## config.mk

```make
export PLATFORM = sky130hd
export DESIGN_NAME = prio_multi_fifo_flat
export DESIGN_NICKNAME = d
export VERILOG_FILES = /design/src/rtl/prio_multi_fifo_pkg.sv /design/src/rtl/prio_multi_fifo_if.sv /design/src/rtl/prio_multi_fifo_lane.sv /design/src/rtl/prio_multi_fifo.sv /design/src/flat_wrapper.sv
export SDC_FILE = /design/constraint.sdc
export NUM_CORES = 2
export LEC_CHECK = 0
export BUFFER_PORTS_ARGS = -buffer_cell sky130_fd_sc_hd__buf_2
export CAP_MARGIN = 30
export CORE_AREA = 10 10 538 540
export DETAILED_ROUTE_END_ITERATION = 6
export DIE_AREA = 0 0 548 550
export SLEW_MARGIN = 0
export SYNTH_ARGS = -nofsm -noshare
export SYNTH_HDL_FRONTEND = slang
export SYNTH_HIERARCHICAL = 1
export SYNTH_SLANG_ARGS = --single-unit
```

## constraint.sdc

```tcl
create_clock -name clk -period 9.11 [get_ports clk]
set_input_delay 1.822 -clock clk [delete_from_list [all_inputs] [get_ports clk]]
set_output_delay 1.822 -clock clk [all_outputs]
set_load 0.05 [all_outputs]
```

## src/rtl/prio_multi_fifo_pkg.sv

```systemverilog
// -----------------------------------------------------------------------------
// prio_fifo_pkg
// Shared definitions for the multi-class priority FIFO:
//   clog2      - ceiling log2, used to size pointers and class indices
//   *_DEF      - default geometry (21-bit payload, 32 entries, 4 classes)
//   cnt_off    - bit offset of class i inside the packed occupancy bus
// -----------------------------------------------------------------------------
package prio_fifo_pkg;

    localparam int DATA_W_DEF   = 21;
    localparam int DEPTH_DEF    = 32;
    localparam int NUM_PRIO_DEF = 4;

    function automatic int clog2(input int v);
        int r;
        r = 0;
        while ((1 << r) < v) begin
            r = r + 1;
        end
        return r;
    endfunction

    function automatic int cnt_off(input int i, input int cnt_w);
        return i * cnt_w;
    endfunction

endpackage

```

## src/rtl/prio_multi_fifo_if.sv

```systemverilog
// -----------------------------------------------------------------------------
// prio_multi_fifo_if
// Handshake/status bundle of the priority FIFO.
//   we, wr_prio, din      - write request, destination class, payload
//   re                    - read request (pops highest-priority class)
//   dout, dout_prio       - read payload and its source class
//   valid                 - one-cycle strobe qualifying dout/dout_prio
//   empty, full, count    - aggregate empty, per-class full, packed occupancy
//   ovf, unf              - dropped-write / empty-read pulses
// master drives requests (producer/scheduler side), slave is the FIFO.
// -----------------------------------------------------------------------------
interface prio_multi_fifo_if
    import prio_fifo_pkg::*;
#(
    parameter int DATA_W   = DATA_W_DEF,
    parameter int DEPTH    = DEPTH_DEF,
    parameter int NUM_PRIO = NUM_PRIO_DEF,
    localparam int PRIO_W  = clog2(NUM_PRIO),
    localparam int CNT_W   = clog2(DEPTH) + 1
);

    logic                      we;
    logic [PRIO_W-1:0]         wr_prio;
    logic [DATA_W-1:0]         din;
    logic                      re;
    logic [DATA_W-1:0]         dout;
    logic [PRIO_W-1:0]         dout_prio;
    logic                      valid;
    logic                      empty;
    logic [NUM_PRIO-1:0]       full;
    logic [NUM_PRIO*CNT_W-1:0] count;
    logic                      ovf;
    logic                      unf;

    modport master (
        output we, wr_prio, din, re,
        input  dout, dout_prio, valid, empty, full, count, ovf, unf
    );

    modport slave (
        input  we, wr_prio, din, re,
        output dout, dout_prio, valid, empty, full, count, ovf, unf
    );

endinterface

```

## src/rtl/prio_multi_fifo_lane.sv

```systemverilog
// -----------------------------------------------------------------------------
// prio_fifo_lane
// One class of the priority FIFO: circular buffer with wrap-bit pointers and a
// registered read port.
//   clk, rst   - clock, synchronous active-high reset (pointers/read reg only)
//   push_i     - store wdata_i at the tail (caller guarantees not full)
//   wdata_i    - payload
//   pop_i      - load head word into rdata_o (caller guarantees not empty)
//   rdata_o    - last popped word, holds between pops
//   full_o     - pointers differ only in the wrap bit
//   empty_o    - pointers equal
//   count_o    - occupancy, wr - rd modulo 2^CNT_W
// -----------------------------------------------------------------------------
module prio_fifo_lane
    import prio_fifo_pkg::*;
#(
    parameter int DATA_W  = DATA_W_DEF,
    parameter int DEPTH   = DEPTH_DEF,
    localparam int CNT_W  = clog2(DEPTH) + 1,
    localparam int AW     = CNT_W - 1
) (
    input  logic              clk,
    input  logic              rst,
    input  logic              push_i,
    input  logic [DATA_W-1:0] wdata_i,
    input  logic              pop_i,
    output logic [DATA_W-1:0] rdata_o,
    output logic              full_o,
    output logic              empty_o,
    output logic [CNT_W-1:0]  count_o
);

    logic [CNT_W-1:0]  wr_ptr_q, wr_ptr_d;
    logic [CNT_W-1:0]  rd_ptr_q, rd_ptr_d;
    logic [DATA_W-1:0] rdata_q, rdata_d;
    logic [DATA_W-1:0] mem_q [DEPTH];

    always_comb begin
        wr_ptr_d = wr_ptr_q;
        rd_ptr_d = rd_ptr_q;
        rdata_d  = rdata_q;
        if (push_i) begin
            wr_ptr_d = wr_ptr_q + CNT_W'(1);
        end
        if (pop_i) begin
            rd_ptr_d = rd_ptr_q + CNT_W'(1);
            rdata_d  = mem_q[rd_ptr_q[AW-1:0]];
        end
    end

    always_ff @(posedge clk) begin
        if (rst) begin
            wr_ptr_q <= '0;
            rd_ptr_q <= '0;
            rdata_q  <= '0;
        end else begin
            wr_ptr_q <= wr_ptr_d;
            rd_ptr_q <= rd_ptr_d;
            rdata_q  <= rdata_d;
        end
    end

    // Storage is never reset; a write suppressed by reset is simply lost
    // because the write pointer does not advance over it.
    always_ff @(posedge clk) begin
        if (push_i) begin
            mem_q[wr_ptr_q[AW-1:0]] <= wdata_i;
        end
    end

    assign full_o  = (wr_ptr_q ^ rd_ptr_q) == {1'b1, {AW{1'b0}}};
    assign empty_o = (wr_ptr_q == rd_ptr_q);
    assign count_o = wr_ptr_q - rd_ptr_q;
    assign rdata_o = rdata_q;

endmodule

```

## src/rtl/prio_multi_fifo.sv

```systemverilog
// -----------------------------------------------------------------------------
// prio_multi_fifo
// NUM_PRIO independent FIFO lanes behind a fixed-priority reader. A read pops
// the lowest-index non-empty class; the word appears one cycle later with a
// one-cycle valid strobe.
//   clk, rst - clock, synchronous active-high reset
//   bus      - prio_multi_fifo_if.slave: we/wr_prio/din, re, dout/dout_prio/
//              valid, empty, full[NUM_PRIO], count[NUM_PRIO*CNT_W], ovf, unf
// -----------------------------------------------------------------------------
module prio_multi_fifo
    import prio_fifo_pkg::*;
#(
    parameter int DATA_W   = DATA_W_DEF,
    parameter int DEPTH    = DEPTH_DEF,
    parameter int NUM_PRIO = NUM_PRIO_DEF,
    localparam int PRIO_W  = clog2(NUM_PRIO),
    localparam int CNT_W   = clog2(DEPTH) + 1
) (
    input  logic              clk,
    input  logic              rst,
    prio_multi_fifo_if.slave  bus
);

    logic [NUM_PRIO-1:0]       lane_push;
    logic [NUM_PRIO-1:0]       lane_pop;
    logic [NUM_PRIO-1:0]       lane_full;
    logic [NUM_PRIO-1:0]       lane_empty;
    logic [CNT_W-1:0]          lane_cnt   [NUM_PRIO];
    logic [DATA_W-1:0]         lane_rdata [NUM_PRIO];
    logic [NUM_PRIO*CNT_W-1:0] cnt_bus;

    logic              rd_hit;
    logic [PRIO_W-1:0] rd_sel;

    logic              valid_q, valid_d;
    logic [PRIO_W-1:0] sel_q, sel_d;
    logic              ovf_q, ovf_d;
    logic              unf_q, unf_d;

    for (genvar g = 0; g < NUM_PRIO; g++) begin : g_lane
        prio_fifo_lane #(
            .DATA_W (DATA_W),
            .DEPTH  (DEPTH)
        ) u_lane (
            .clk     (clk),
            .rst     (rst),
            .push_i  (lane_push[g]),
            .wdata_i (bus.din),
            .pop_i   (lane_pop[g]),
            .rdata_o (lane_rdata[g]),
            .full_o  (lane_full[g]),
            .empty_o (lane_empty[g]),
            .count_o (lane_cnt[g])
        );
    end

    // Fixed-priority select on the pre-edge state: scanning downward lets the
    // lowest non-empty index win.
    always_comb begin
        rd_hit = 1'b0;
        rd_sel = '0;
        for (int i = NUM_PRIO - 1; i >= 0; i--) begin
            if (!lane_empty[i]) begin
                rd_hit = 1'b1;
                rd_sel = PRIO_W'(i);
            end
        end
    end

    // Write demux and read strobes. Fullness is the pre-edge value, so a write
    // to a full class is dropped even when the same edge pops that class.
    // A wr_prio outside 0..NUM_PRIO-1 matches no lane and is dropped too.
    always_comb begin
        lane_push = '0;
        lane_pop  = '0;
        for (int i = 0; i < NUM_PRIO; i++) begin
            if (bus.we && (bus.wr_prio == PRIO_W'(i)) && !lane_full[i]) begin
                lane_push[i] = 1'b1;
            end
            if (bus.re && rd_hit && (rd_sel == PRIO_W'(i))) begin
                lane_pop[i] = 1'b1;
            end
        end
    end

    always_comb begin
        valid_d = bus.re && rd_hit;
        sel_d   = (bus.re && rd_hit) ? rd_sel : sel_q;
        ovf_d   = bus.we && (lane_push == '0);
        unf_d   = bus.re && !rd_hit;
    end

    always_ff @(posedge clk) begin
        if (rst) begin
            valid_q <= 1'b0;
            sel_q   <= '0;
            ovf_q   <= 1'b0;
            unf_q   <= 1'b0;
        end else begin
            valid_q <= valid_d;
            sel_q   <= sel_d;
            ovf_q   <= ovf_d;
            unf_q   <= unf_d;
        end
    end

    always_comb begin
        cnt_bus = '0;
        for (int i = 0; i < NUM_PRIO; i++) begin
            cnt_bus[cnt_off(i, CNT_W) +: CNT_W] = lane_cnt[i];
        end
    end

    // dout is the read register of the lane last popped; both the lane data
    // and sel_q only change on a pop, so dout holds while valid is low.
    assign bus.dout      = lane_rdata[sel_q];
    assign bus.dout_prio = sel_q;
    assign bus.valid     = valid_q;
    assign bus.ovf       = ovf_q;
    assign bus.unf       = unf_q;
    assign bus.empty     = &lane_empty;
    assign bus.full      = lane_full;
    assign bus.count     = cnt_bus;

endmodule

```

## src/flat_wrapper.sv

```systemverilog
// flat-port wrapper written by rule: the top's interface ports become plain ports
module prio_multi_fifo_flat import prio_fifo_pkg::*;
#(
    parameter int DATA_W   = DATA_W_DEF,
    parameter int DEPTH    = DEPTH_DEF,
    parameter int NUM_PRIO = NUM_PRIO_DEF,
    localparam int PRIO_W  = clog2(NUM_PRIO),
    localparam int CNT_W   = clog2(DEPTH) + 1
)
  (clk, rst, bus_we, bus_wr_prio, bus_din, bus_re, bus_dout, bus_dout_prio, bus_valid, bus_empty, bus_full, bus_count, bus_ovf, bus_unf);
  prio_multi_fifo_if #(.DATA_W(DATA_W), .DEPTH(DEPTH), .NUM_PRIO(NUM_PRIO)) bus_i ();
  input  logic clk;
  input  logic rst;
  input wire logic [$bits(bus_i.we)-1:0] bus_we;
  input wire logic [$bits(bus_i.wr_prio)-1:0] bus_wr_prio;
  input wire logic [$bits(bus_i.din)-1:0] bus_din;
  input wire logic [$bits(bus_i.re)-1:0] bus_re;
  output wire logic [$bits(bus_i.dout)-1:0] bus_dout;
  output wire logic [$bits(bus_i.dout_prio)-1:0] bus_dout_prio;
  output wire logic [$bits(bus_i.valid)-1:0] bus_valid;
  output wire logic [$bits(bus_i.empty)-1:0] bus_empty;
  output wire logic [$bits(bus_i.full)-1:0] bus_full;
  output wire logic [$bits(bus_i.count)-1:0] bus_count;
  output wire logic [$bits(bus_i.ovf)-1:0] bus_ovf;
  output wire logic [$bits(bus_i.unf)-1:0] bus_unf;
  assign bus_i.we = bus_we;
  assign bus_i.wr_prio = bus_wr_prio;
  assign bus_i.din = bus_din;
  assign bus_i.re = bus_re;
  assign bus_dout = bus_i.dout;
  assign bus_dout_prio = bus_i.dout_prio;
  assign bus_valid = bus_i.valid;
  assign bus_empty = bus_i.empty;
  assign bus_full = bus_i.full;
  assign bus_count = bus_i.count;
  assign bus_ovf = bus_i.ovf;
  assign bus_unf = bus_i.unf;
  prio_multi_fifo #(.DATA_W(DATA_W), .DEPTH(DEPTH), .NUM_PRIO(NUM_PRIO)) u_core (.clk(clk), .rst(rst), .bus(bus_i));
endmodule
```

# Word-level counts from Yosys, hierarchy flattened
# Memory sizes are Yosys's and may differ from the RTL's. A register that Yosys moved wholly into a read port is not among the register bits.
# Index checks and enable logic that the tools add are counted.
[word_totals]
register_bits = 53
mem_bits_rw = 2688
n_memories = 4
[memory_table]
columns = ["memory", "words", "width", "rd", "rd_ports_with_merged_regs", "wr", "line_no", "source"]
rows = [
  ["u_core.g_lane[0].u_lane.mem_q", 32, 21, 1, 1, 1, "prio_multi_fifo_lane.sv:36", "logic [DATA_W-1:0] mem_q [DEPTH];"],
  ["u_core.g_lane[1].u_lane.mem_q", 32, 21, 1, 1, 1, "prio_multi_fifo_lane.sv:36", ""],
  ["u_core.g_lane[2].u_lane.mem_q", 32, 21, 1, 1, 1, "prio_multi_fifo_lane.sv:36", ""],
  ["u_core.g_lane[3].u_lane.mem_q", 32, 21, 1, 1, 1, "prio_multi_fifo_lane.sv:36", ""],
]
[op_classes]
n_addsub = 12
magnitude_cmp = 1
eq_ne = 14
muxes = 27
n_bitwise = 5
reduce_logical = 24
[op_table]
columns = ["op", "count"]
rows = [
  ["6-bit by 1-bit adder with 6-bit output (second input constant)", 8],
  ["21-bit binary-select mux with 2-bit select", 1],
  ["21-bit two-way mux", 2],
  ["6-bit equality test", 4],
  ["6-bit equality test (second input constant)", 4],
  ["6-bit subtractor", 4],
  ["6-bit XOR", 4],
  ["1-bit two-way mux", 20],
  ["1-bit logical AND", 15],
  ["2-bit equality test (second input constant)", 4],
  ["2-bit two-way mux", 4],
  ["1-bit zero test", 5],
  ["2-bit by 1-bit equality test with 1-bit output (second input constant)", 2],
  ["2-bit zero test", 2],
  ["4-bit zero test", 1],
  ["4-bit AND reduction", 1],
  ["3-bit >= comparator (second input constant)", 1],
  ["2-bit inverter with 3-bit output", 1],
]

# Depth between registers and ports, before layout
[depth]
depth_word = 8
ltp_mapped = 15

# By module
# The synthesis kept the hierarchy.
[by_module_without_submodules]
columns = ["module", "instances", "cells_per_inst", "area_each_um2", "seq_area_each_um2"]
rows = [
  ["prio_fifo_lane at u_core.g_lane[0].u_lane ...", 3, 1443, 27555.2, 20840.0],
  ["prio_fifo_lane at u_core.g_lane[3].u_lane", 1, 1443, 27565.2, 20840.0],
  ["prio_multi_fifo", 1, 55, 757.0, 100.1],
]

# Worst setup path after synthesis
# No wires, ideal clock.
[synth_path]
path_kind = "input to register"
start = "input bus_wr_prio[0]"
end = "memory u_core/g_lane[0].u_lane/mem_q[3][0] in the netlist's numbering (enable)"
setup_time_ps = 425
arrival_ps = 4386
t_required_ps = 8685
setup_slack_ps = 4299
path_stages = 5
n_path_buf = 1
cell_sequence = "nor4b_1 -> clkbuf_1 -> nand2_1 -> or2_2 -> nor3_1"
[synth_between]
elab_chain_cells = 6
[synth_lines]
columns = ["element", "line_no", "source"]
rows = [
  ["start, declared", "flat_wrapper.sv:15", "input wire logic [$bits(bus_i.wr_prio)-1:0] bus_wr_prio;"],
  ["2-bit zero test", "prio_multi_fifo.sv:77", "if (bus.we && (bus.wr_prio == PRIO_W'(i)) && !lane_full[i]) begin"],
  ["1-bit logical AND (2 in a row)", "prio_multi_fifo.sv:77", ""],
  ["1-bit two-way mux", "prio_multi_fifo.sv:77", ""],
  ["1-bit two-way mux", "prio_multi_fifo_lane.sv:66", "if (push_i) begin"],
  ["1-bit two-way mux (not written as such)", "prio_multi_fifo_lane.sv:67", "mem_q[wr_ptr_q[AW-1:0]] <= wdata_i;"],
  ["end, declared", "prio_multi_fifo_lane.sv:36", ""],
]
# No other way between the ends.

# Worst setup path after layout
[layout_path]
start = "register u_core.g_lane[3].u_lane.rd_ptr_q[1]"
end = "output bus_empty"
[layout_between]
elab_chain_cells = 2
[layout_lines]
columns = ["element", "line_no", "source"]
rows = [
  ["start, declared", "prio_multi_fifo_lane.sv:34", "logic [CNT_W-1:0] rd_ptr_q, rd_ptr_d;"],
  ["start signal, assigned", "prio_multi_fifo_lane.sv:58", "rd_ptr_q <= rd_ptr_d;"],
  ["6-bit equality test", "prio_multi_fifo_lane.sv:72", "assign empty_o = (wr_ptr_q == rd_ptr_q);"],
  ["net u_core.lane_empty[3]", "prio_multi_fifo.sv:27", "logic [NUM_PRIO-1:0] lane_empty;"],
  ["4-bit AND reduction", "prio_multi_fifo.sv:121", "assign bus.empty = &lane_empty;"],
  ["end, declared", "flat_wrapper.sv:21", "output wire logic [$bits(bus_i.empty)-1:0] bus_empty;"],
]
# The timed path passes the listed nets, and every way through them passes these cells.

==> summary.txt <==
global route total overflow: 0
maximum buffer depth of the clock tree: 4
critical-path maximum fanout: 41
mean routed wirelength per cell: 28.2 um
setup TNS: 0 ns
Finish-stage setup viols: 0
warning count from the yosys run: 6
fraction of the cycle the final worst path needs: 65.6%
cell with the most instances after synthesis: edfxtp_1
total standard cell area after synthesis: 0.111 mm2
unrepaired setup endpoints after global routing: false
clock input transition at the sequential cells of the worst setup and hold paths: 0.06 ns
die height: 550 um
Hold Startpoint: u_core/g_lane[3].u_lane/rd_ptr_q[5]$_SDFFE_PP0P_
fraction of the yosys area taken by sequential cells: 75.2%
largest clock skew in the final design: 0.0412 ns
clock insertion delay at the later pin of the skew report: 0.87 ns
launch instance of the worst register-to-register path: u_core/g_lane[0].u_lane/rd_ptr_q[2]$_SDFFE_PP0P_
Worst setup SP type: flip-flop
first drt pass iteration count: 5
Overall Global Routing Usage: 18.3%
placer's final routability congestion estimate: 0.864
vias in the first global route: 56011
FFs w/ async S/R, synth: 0%
data arrival time of the critical path: 4.16 ns
number of flip-flops and latches in the synthesized netlist: 2825
worst setup path startpoint: u_core/g_lane[3].u_lane/rd_ptr_q[1]$_SDFFE_PP0P_
Max H-tree Level: 5
count of pins on the block boundary: 82
most used flip-flop cell after synthesis: edfxtp_1
number of placement rows: 194
setup fix buffers added after clock tree synthesis: 0
hold bufs inserted after CTS: 0
total via count after detailed routing: 56750
cell taking the most area after synthesis: edfxtp_1
Hold/Removal Path Class: flip-flop to flip-flop
total wire length after detailed routing: 284 mm
violation count after the first detailed-route iteration: 6306
number of I/O port buffers: 81
top cell types by occurrence after synthesis: edfxtp_1 (2688), mux4_2 (523), mux2i_1 (428), nand2_1 (410), o22ai_1 (252)
Peak Freq: 0.167 GHz
total power density per cell area: 221 mW/mm2
Worst Setup End Kind: primary output
pins over their slew limit: 0
Design Power: 28.0 mW
antenna violations before repair: 24
total number of clock tree sinks: 2825
cells resized by post-CTS repair: 0
HPWL Detailed: 167 mm
number of distinct library cell variants in the gate-level netlist after synthesis: 43
total clock buffers created by CTS: 295
Post-Synthesis Cells: 5827
Detail Route Antenna Nets: 0
run status: completed
Final Hold Fails: 0
post-layout minimum cycle time: 5.98 ns
worst ir drop on vdd: 0.000162 V
global-route wire length before repair: 409 mm
Synth area leaders: edfxtp_1 (73%), mux4_2 (11%), mux2i_1 (3.9%)
overall die width: 548 um
CTS Root Cell: clkbuf_16
TritonCTS clock tree: yes
Slew HR: 26.9%
number of fill cells: 23482
DRC violation count after routing: 0
Crit Path Class: flip-flop to primary output
initial core utilization: 39.9%
EDFF count, synth: 2688
syn nets: 5898
nets: 6167
Core Region: 0.278 mm2
fraction of layout cells with a size suffix above 1: 22.6%
via count normalized by instance count: 5.64
syn avg cell area: 19.0 um2
actual slew at the worst max-slew pin: 1.09 ns
leakage: 38.3 nW
worst endpoint required time: 7.29 ns
area of the die: 0.301 mm2
area share of the leading cell type in the synthesized netlist: 72.7%
maximum number of pins on one net before global-route repair: 112
max capacitance violation total: 0
synth-to-layout area growth: 14.1%
## power breakdown
group	switching (mW)	total [mW]	internal [mW]
combinational	1.14	1.77	0.627
sequential	0.147	14.4	14.3
clock	4.87	11.8	6.93
total	6.16	28.0	21.8
## sequential cells by signal (all words and copies together) (netlist names)
register and cells:
u_core/g_lane.u_lane/wr_ptr_q 24, u_core/bus.dout_prio 2, u_core/g_lane.u_lane/rd_ptr_q 24, u_core/bus.valid 1
u_core/bus.unf 1, u_core/g_lane.u_lane/rdata_o 84, u_core/g_lane.u_lane/mem_q 2688, u_core/bus.ovf 1
## per-layer routing
metal	vias to the layer above	wire length (um)	global-route usage [%]
met4	12	9300	5.58
met2	2038	136000	29.3
met5	-	78	0
li1	24090	-	-
met3	431	19000	2.89
met1	30179	120000	26.0
## worst max-delay path: stages (launching register included)
cell and delay (ns):
dfxtp_4 0.81, inv_1 0.23, ha_1 0.35, and3_1 0.15, nand3_1 0.38, nor2_1 0.51, nand2_1 0.17, nor2_1 0.34
buf_2 0.34
## path summary, 6_finish.rpt
kind                                                                    endpoint  slack, ns  cells after the start
worst min register to register  u_core/g_lane[3].u_lane/rd_ptr_q[5]$_SDFFE_PP0P_       0.51                      2
worst min-delay path            u_core/g_lane[3].u_lane/rd_ptr_q[5]$_SDFFE_PP0P_       0.51                      2
worst max-delay path                                                   bus_empty       3.13                      8
worst max register to register  u_core/g_lane[1].u_lane/rdata_o[20]$_SDFFE_PP0P_       4.09                      9
## cell type report
type,instances,area (um2),area share [%]
diodes,11,27.5,0.0217
clock buffers,393,8090,6.39
clock inverters,135,1310,1.03
inverters,41,154,0.122
multi-input cells,2621,26100,20.6
flip-flops and latches,2825,83500,66.0
well taps,3724,4660,3.68
repair buffers,312,2790,2.21
## stage by stage
step / cell area, um2 / worst slack, ns / utilization (%) / instances / hold WS, ns
finish: 127000 / 3.13 / 45.5 / 10062 / 0.510
global route: 127000 / 2.97 / 45.5 / 10053 / 0.524
CTS: 126000 / 2.98 / 45.4 / 10036 / 0.505
detailed placement: 117000 / 3.91 / 42.0 / 9508 / 0.497
global placement: 116000 / 3.85 / 41.8 / 9471 / 0.479
floorplan: 111000 / 4.30 / - / 5827 / 0.470
## cell usage in the layout (no fill, tap or decap), types with 16 or more instances in the layout
| cell | instances |
|---|---|
| clkinv_2 | 37 |
| ha_1 | 40 |
| buf_4 | 196 |
| buf_2 | 66 |
| mux4_2 | 523 |
| clkinv_1 | 54 |
| o21ai_0 | 184 |
| mux2i_1 | 428 |
| and2_1 | 80 |
| dfxtp_1 | 124 |
| o31ai_1 | 84 |
| o22ai_1 | 252 |
| nand4_1 | 16 |
| inv_1 | 37 |
| nand3_1 | 17 |
| clkbuf_1 | 76 |
| a21oi_1 | 102 |
| nand2b_1 | 92 |
| xor2_1 | 17 |
| a211oi_2 | 36 |
| nand2_1 | 410 |
| buf_16 | 23 |
| edfxtp_1 | 2688 |
| nor2_2 | 78 |
| bufinv_16 | 24 |
| nor3_2 | 45 |
| a211oi_1 | 50 |
| nor2_1 | 59 |
| xnor2_1 | 27 |
| clkbuf_16 | 306 |
## logic make-up after synthesis
| logic type | count (synthesis) | synth area share (%) |
|---|---|---|
| flip-flops | 2825 | 75.2 |
| multiplexers | 953 | 14.5 |
| AND/OR/NAND/NOR | 863 | 3.55 |
| AO/OA/AOI/OAI | 717 | 4.08 |
| buffers and inverters | 381 | 1.77 |
| XOR/XNOR | 44 | 0.347 |
| adder cells (fa/ha/maj) | 44 | 0.523 |
No activity file was read; power rests on OpenSTA's default activity.
